## src/rtl/dns_pkg.sv

```systemverilog
// dns_pkg: types and constants shared by the DNS responder slice.
//   dns_state_t : responder FSM state (IDLE, LOOKUP, RESPOND)
//   DNS_NAME_W / DNS_ADDR_W : default name-key and address widths
//   CNT_W       : width of the optional statistics counters
//   sat_inc     : saturating increment used by those counters
package dns_pkg;

  typedef enum logic [1:0] {
    IDLE    = 2'd0,
    LOOKUP  = 2'd1,
    RESPOND = 2'd2
  } dns_state_t;

  localparam int DNS_NAME_W = 16;
  localparam int DNS_ADDR_W = 32;
  localparam int CNT_W      = 16;

  function automatic logic [CNT_W-1:0] sat_inc(input logic [CNT_W-1:0] v);
    return (v == '1) ? v : v + 1'b1;
  endfunction

endpackage

```

## src/rtl/dns_table.sv

```systemverilog
// dns_table: name->address storage for the DNS responder.
// Ports:
//   clk, reset         : clock, synchronous active-high reset (clears valid bits, pointer)
//   we_i               : write strobe (already qualified by the caller)
//   wname_i, waddr_i   : entry to write
//   ridx_i             : read index, driven from a register in the caller
//   rvalid_o, rname_o, raddr_o : contents of entry ridx_i
// Write placement: existing entry with the same name (lowest index) first,
// then the lowest-index free entry, otherwise the round-robin replacement slot.
module dns_table #(
  parameter int NAME_W = 16,
  parameter int ADDR_W = 32,
  parameter int DEPTH  = 8,
  localparam int IDX_W = $clog2(DEPTH)
) (
  input  logic              clk,
  input  logic              reset,
  input  logic              we_i,
  input  logic [NAME_W-1:0] wname_i,
  input  logic [ADDR_W-1:0] waddr_i,
  input  logic [IDX_W-1:0]  ridx_i,
  output logic              rvalid_o,
  output logic [NAME_W-1:0] rname_o,
  output logic [ADDR_W-1:0] raddr_o
);

  logic [DEPTH-1:0]  valid_q;
  logic [NAME_W-1:0] name_q [DEPTH];
  logic [ADDR_W-1:0] addr_q [DEPTH];
  logic [IDX_W-1:0]  rptr_q, rptr_d;

  logic              hit_found, free_found;
  logic [IDX_W-1:0]  hit_idx, free_idx, widx;

  always_comb begin
    hit_found  = 1'b0;
    hit_idx    = '0;
    free_found = 1'b0;
    free_idx   = '0;
    for (int i = 0; i < DEPTH; i++) begin
      if (!hit_found && valid_q[i] && (name_q[i] == wname_i)) begin
        hit_found = 1'b1;
        hit_idx   = IDX_W'(i);
      end
      if (!free_found && !valid_q[i]) begin
        free_found = 1'b1;
        free_idx   = IDX_W'(i);
      end
    end
    widx   = hit_found ? hit_idx : (free_found ? free_idx : rptr_q);
    rptr_d = rptr_q;
    // DEPTH is a power of two, so the natural wrap of the pointer is DEPTH-1 -> 0.
    if (we_i && !hit_found && !free_found) rptr_d = rptr_q + 1'b1;
  end

  always_ff @(posedge clk) begin
    if (reset) begin
      valid_q <= '0;
      rptr_q  <= '0;
    end else begin
      rptr_q <= rptr_d;
      if (we_i) valid_q[widx] <= 1'b1;
    end
  end

  // Names and addresses are only meaningful behind a valid bit, so they carry no reset.
  always_ff @(posedge clk) begin
    if (we_i) begin
      name_q[widx] <= wname_i;
      addr_q[widx] <= waddr_i;
    end
  end

  assign rvalid_o = valid_q[ridx_i];
  assign rname_o  = name_q[ridx_i];
  assign raddr_o  = addr_q[ridx_i];

endmodule

```

## src/rtl/dns_responder.sv

```systemverilog
// dns_responder: DNS-server side of the router's DNS request/response handshake.
// Ports:
//   clk, reset                 : clock, synchronous active-high reset
//   dns_req, query_name        : 4-phase request and name to resolve
//   dns_resp, resp_hit, resp_addr : response (held until dns_req drops); addr 0 on miss
//   upd_valid/upd_ready, upd_name, upd_addr : table write port (blocked during LOOKUP)
//   busy                       : FSM not idle
//   q_cnt, hit_cnt, miss_cnt, cancel_cnt : saturating statistics, present only
//                                when DNS_RESPONDER_STATS_EN is defined
// The lookup walks the table one entry per cycle; a dropped request cancels it.
module dns_responder
  import dns_pkg::*;
#(
  parameter int NAME_W = DNS_NAME_W,
  parameter int ADDR_W = DNS_ADDR_W,
  parameter int DEPTH  = 8,
  localparam int IDX_W = $clog2(DEPTH)
) (
  input  logic              clk,
  input  logic              reset,
  input  logic              dns_req,
  input  logic [NAME_W-1:0] query_name,
  output logic              dns_resp,
  output logic              resp_hit,
  output logic [ADDR_W-1:0] resp_addr,
  input  logic              upd_valid,
  output logic              upd_ready,
  input  logic [NAME_W-1:0] upd_name,
  input  logic [ADDR_W-1:0] upd_addr,
`ifdef DNS_RESPONDER_STATS_EN
  output logic [CNT_W-1:0]  q_cnt,
  output logic [CNT_W-1:0]  hit_cnt,
  output logic [CNT_W-1:0]  miss_cnt,
  output logic [CNT_W-1:0]  cancel_cnt,
`endif
  output logic              busy
);

  dns_state_t        state_q, state_d;
  logic [NAME_W-1:0] qname_q, qname_d;
  logic [IDX_W-1:0]  idx_q, idx_d;
  logic              resp_q, resp_d;
  logic              hit_q, hit_d;
  logic [ADDR_W-1:0] addr_q, addr_d;

  logic              ent_valid;
  logic [NAME_W-1:0] ent_name;
  logic [ADDR_W-1:0] ent_addr;

  assign upd_ready = (state_q != LOOKUP);

  dns_table #(
    .NAME_W (NAME_W),
    .ADDR_W (ADDR_W),
    .DEPTH  (DEPTH)
  ) u_table (
    .clk      (clk),
    .reset    (reset),
    .we_i     (upd_valid && upd_ready),
    .wname_i  (upd_name),
    .waddr_i  (upd_addr),
    .ridx_i   (idx_q),
    .rvalid_o (ent_valid),
    .rname_o  (ent_name),
    .raddr_o  (ent_addr)
  );

  always_comb begin
    state_d = state_q;
    qname_d = qname_q;
    idx_d   = idx_q;
    resp_d  = resp_q;
    hit_d   = hit_q;
    addr_d  = addr_q;
    case (state_q)
      IDLE: begin
        if (dns_req) begin
          qname_d = query_name;
          idx_d   = '0;
          state_d = LOOKUP;
        end
      end
      LOOKUP: begin
        // Router cancel wins over a match found in the same cycle.
        if (!dns_req) begin
          state_d = IDLE;
        end else if (ent_valid && (ent_name == qname_q)) begin
          resp_d  = 1'b1;
          hit_d   = 1'b1;
          addr_d  = ent_addr;
          state_d = RESPOND;
        end else if (idx_q == IDX_W'(DEPTH - 1)) begin
          resp_d  = 1'b1;
          hit_d   = 1'b0;
          addr_d  = '0;
          state_d = RESPOND;
        end else begin
          idx_d = idx_q + 1'b1;
        end
      end
      RESPOND: begin
        if (!dns_req) begin
          resp_d  = 1'b0;
          hit_d   = 1'b0;
          addr_d  = '0;
          state_d = IDLE;
        end
      end
      default: state_d = IDLE;
    endcase
  end

  always_ff @(posedge clk) begin
    if (reset) begin
      state_q <= IDLE;
      resp_q  <= 1'b0;
      hit_q   <= 1'b0;
      addr_q  <= '0;
    end else begin
      state_q <= state_d;
      resp_q  <= resp_d;
      hit_q   <= hit_d;
      addr_q  <= addr_d;
    end
  end

  // Query name and walk index are always rewritten on IDLE->LOOKUP before use.
  always_ff @(posedge clk) begin
    qname_q <= qname_d;
    idx_q   <= idx_d;
  end

  assign dns_resp  = resp_q;
  assign resp_hit  = hit_q;
  assign resp_addr = addr_q;
  assign busy      = (state_q != IDLE);

`ifdef DNS_RESPONDER_STATS_EN
  logic [CNT_W-1:0] q_cnt_q, hit_cnt_q, miss_cnt_q, cancel_cnt_q;

  always_ff @(posedge clk) begin
    if (reset) begin
      q_cnt_q      <= '0;
      hit_cnt_q    <= '0;
      miss_cnt_q   <= '0;
      cancel_cnt_q <= '0;
    end else begin
      if (state_q == IDLE && state_d == LOOKUP) q_cnt_q <= sat_inc(q_cnt_q);
      if (state_q == LOOKUP && state_d == RESPOND) begin
        if (hit_d) hit_cnt_q  <= sat_inc(hit_cnt_q);
        else       miss_cnt_q <= sat_inc(miss_cnt_q);
      end
      if (state_q == LOOKUP && state_d == IDLE) cancel_cnt_q <= sat_inc(cancel_cnt_q);
    end
  end

  assign q_cnt      = q_cnt_q;
  assign hit_cnt    = hit_cnt_q;
  assign miss_cnt   = miss_cnt_q;
  assign cancel_cnt = cancel_cnt_q;
`endif

endmodule
```

## config.mk

```make
export PLATFORM = sky130hd
export DESIGN_NAME = dns_responder
export DESIGN_NICKNAME = d
export VERILOG_FILES = /design/src/rtl/dns_pkg.sv /design/src/rtl/dns_table.sv /design/src/rtl/dns_responder.sv
export SDC_FILE = /design/constraint.sdc
export NUM_CORES = 1
export LEC_CHECK = 0
export BUFFER_PORTS_ARGS = -buffer_cell sky130_fd_sc_hd__buf_2
export CORE_ASPECT_RATIO = 0.5
export CORE_MARGIN = 2
export CORE_UTILIZATION = 27
export DETAILED_ROUTE_END_ITERATION = 16
export GPL_TIMING_DRIVEN = 0
export SLEW_MARGIN = 15
export SYNTH_ARGS = -nofsm -noshare
export SYNTH_HDL_FRONTEND = slang
export SYNTH_SLANG_ARGS = --single-unit
```

## constraint.sdc

```tcl
create_clock -name clk -period 6.7 [get_ports clk]
set_clock_uncertainty 0.15 [all_clocks]
set_input_delay 1.005 -clock clk [delete_from_list [all_inputs] [get_ports clk]]
set_output_delay 1.005 -clock clk [all_outputs]
set_load 0.01 [all_outputs]
```

==> results.ini <==
[cts]
cts_resized = 0
holdBufCountCts = 0
clock_path_buffers = 3
cts_setup_buffers = 0
clk_latency_ns = 0.57
numCtsBuffers = 46
clk_pin_slew_ns = 0.06
htreeDepth = 2
cts_tree = yes
cts_sinks = 453
cts_root_buffer = clkbuf_16

[cells_and_area]
fillCellCount = 6600
drive_gt1_frac = 0.265
layout_commonest_cell = edfxtp_1
final_core_util = 0.325
stdcell_area_sq_um = 22300
nNetsFinal = 1272
synthToLayoutAreaGrowth_pct = 19.4
final_cell_mix = 403 x edfxtp_1, 122 x buf_2, 106 x xor2_1

[run_status]
status = finished clean

[power]
pwr-share-comb = 0.076
pwr-share-clk = 0.412
p_leak_uw = 0.00722
switchingPower_uw = 1370
internal_power_uw = 4770
power_uw = 6140
vdd_ir_drop_max_v = 0.000165
seq_power_share = 0.512
powerDensity_nw_per_um2 = 275
switching_share = 0.224

[drt]
final_antenna_net_count = 0
vias = 9964
wirelength_um = 46000
drc_errors = 0
routedWlPerCell_um = 21.4
drt_first_iter_violations = 1068
firstDrtPassIters = 5
vias_per_cell = 4.63

[sta]
timing.final.ws_setup_ns = 1.89
rsz0062_at_grt = false
max_freq_mhz = 208
hold_viol = 0
setup_viol = 0
maxSlewViolCount = 0
slew-limit-headroom = 0.253
period_needed_ns = 4.81
worst_slew_pin_slew_ns = 1.11
fin_crit_sh = 0.719
finalSetupTns_ns = 0

[logic_synthesis]
synth-seq-area-share = 0.700
synth_nets = 1097
async_reset_ff_frac = 0
ys_ff_latch = 453
synth_warnings = 0
synth.top_cell.area_share = 0.647
synth-main-ff-cell = edfxtp_1
synth_edf_count = 403
yosys.area.top_type = edfxtp_1
synth_cell_types = 50
postSynthCellCount = 1026
synth_area_sq_um = 18700
yosys-top-cells-area = edfxtp_1 65%, mux4_2 10%, dfxtp_1 5.3%
avgSynthCellArea_sq_um = 18.2

[floorplanning]
die_area_sq_um = 71600
core_area_sq_um = 68700
io_pins = 104
rows = 68
fp.dieH_um = 190
start_util = 0.272
die_w_um = 376

[setup_path]
cpMaxStageDelayCell = nor4_1
start_kind = primary input
reg2regPathDepth = 11
worstSetupPathType = in2reg
path_max_fanout = 15
crit_family = simple AND/OR/NAND/NOR gates
cp-end-kind = flop
r2r_start = u_table.name_q[7][4]
worst-path-buf-inv = 5
crit_path_frequent_cell = buf_16
crit_path_start = upd_name[4]
crit_required_ns = 6.83
cp.depth = 13
crit_chain = buf_2 > buf_2 > xor2_1 > nor4_1 > nand4_1 > or2_1 > a211oi_1 > nor3_1 > or3_1 > nor2_4 > buf_16 > buf_16 > buf_16
worst_path_largest_cell_delay_ns = 0.65
cp.arrival_ns = 4.94

[global_routing]
use_met3 = 0.0165
grt.busiest_layer = met2
met2_usage = 0.221
first_global_vias = 10100
antenna_found_initial = 2
track_usage = 0.127
grt_max_degree = 30
overflow = 0
grt_pass1_wl_um = 67200
grt_use_met1 = 0.163

[placement]
io_buffers = 103
dpl_cell_area_sq_um = 20900
gp_congestion = 0.889
post-dp-hpwl_um = 31200
place_ws_ns = 1.38

[min_path]
worstHoldStart = resp_addr[23]
whs_path_depth = 1
hp-class = reg2reg

[flow_run]
cap_violations = 0

-- per-stage QoR --
step / hold slack [ns] / cells
2_1_floorplan: 0.330 / 1026
3_3_place_gp: 0.292 / 2039
3_5_place_dp: 0.292 / 2063
4_1_cts: 0.311 / 2149
5_1_grt: 0.319 / 2151
6_report: 0.308 / 2151
-- power groups by stage --
stage	registers (uW)	logic (uW)	clock network (uW)
2_1_floorplan	3200	287	0
3_3_place_gp	3210	456	0
3_5_place_dp	3200	473	0
4_1_cts	3140	474	2580
5_1_grt	3140	503	2680
6_report	3140	469	2530
-- cell usage after synthesis, types with 12 or more instances --
| library cell | n |
|---|---|
| edfxtp_1 | 403 |
| xor2_1 | 106 |
| mux4_2 | 86 |
| mux2i_1 | 70 |
| dfxtp_1 | 50 |
| xnor2_1 | 38 |
| o2bb2ai_1 | 32 |
| nor2_1 | 25 |
| nor4_1 | 25 |
| nand2_1 | 20 |
| buf_2 | 19 |
| clkbuf_1 | 16 |
| nand4_1 | 16 |
| nor3_1 | 14 |
| a22oi_1 | 12 |
-- logic make-up (layout without fill, tap and decap cells) --
| group | after synthesis | in the layout | share of synthesized area |
|---|---|---|---|
| other | 0 | 2 | 0 |
| AOI/OAI and AO/OA | 81 | 81 | 0.0363 |
| adders and majority gates | 3 | 3 | 0.00201 |
| buffers and inverters | 59 | 272 | 0.0165 |
| and+or+nand+nor | 130 | 130 | 0.0369 |
| xor gates and xnor gates | 144 | 144 | 0.0674 |
| muxes | 156 | 156 | 0.141 |
| DFF | 453 | 453 | 0.700 |
-- worst register-to-register path, cell delays in order (launching register included) --
cell	delay [ns]
edfxtp_1	0.41
xor2_1	0.18
nor4_1	0.65
nand4_1	0.30
or2_1	0.30
a211oi_1	0.32
nor3_1	0.22
or3_1	0.54
nor2_4	0.46
buf_16	0.24
buf_16	0.19
buf_16	0.18
-- layout make-up --
cell class	count	area [sq um]	area share
Inverter	8	32.5	0.00146
Timing Repair Buffer	127	950	0.0425
Clock inverter	24	244	0.0109
Sequential cell	453	13100	0.586
Clock buffer	62	1230	0.0551
Tap cell	910	1140	0.0510
Antenna cell	2	5.00	0.000224
Multi-Input combinational cell	514	5360	0.240
Buffer	51	279	0.0125
-- worst paths after layout --
kind              slack (ns)               endpoint
setup / recovery        1.89  u_table.addr_q[1][11]
hold / removal          0.31          resp_addr[23]
setup reg to reg        2.27  u_table.addr_q[1][11]
hold reg to reg         0.31          resp_addr[23]
-- flip-flops by register name (all words and copies together), names as in the netlist, named ones only --
signal	count
u_table.addr_q	256
u_table.name_q	128
resp_addr	32
qname_q	16
u_table.valid_q	8
idx_q	3
u_table.rptr_q	3
state_q	2
dns_resp	1
resp_hit	1
-- routing by layer --
metal	routed length (um)	vias up
met5	0	-
met4	1050	0
met3	2260	72
met2	23400	272
met1	19300	5177
li1	-	4443
Note: power is estimated with default switching activity, not from simulation.
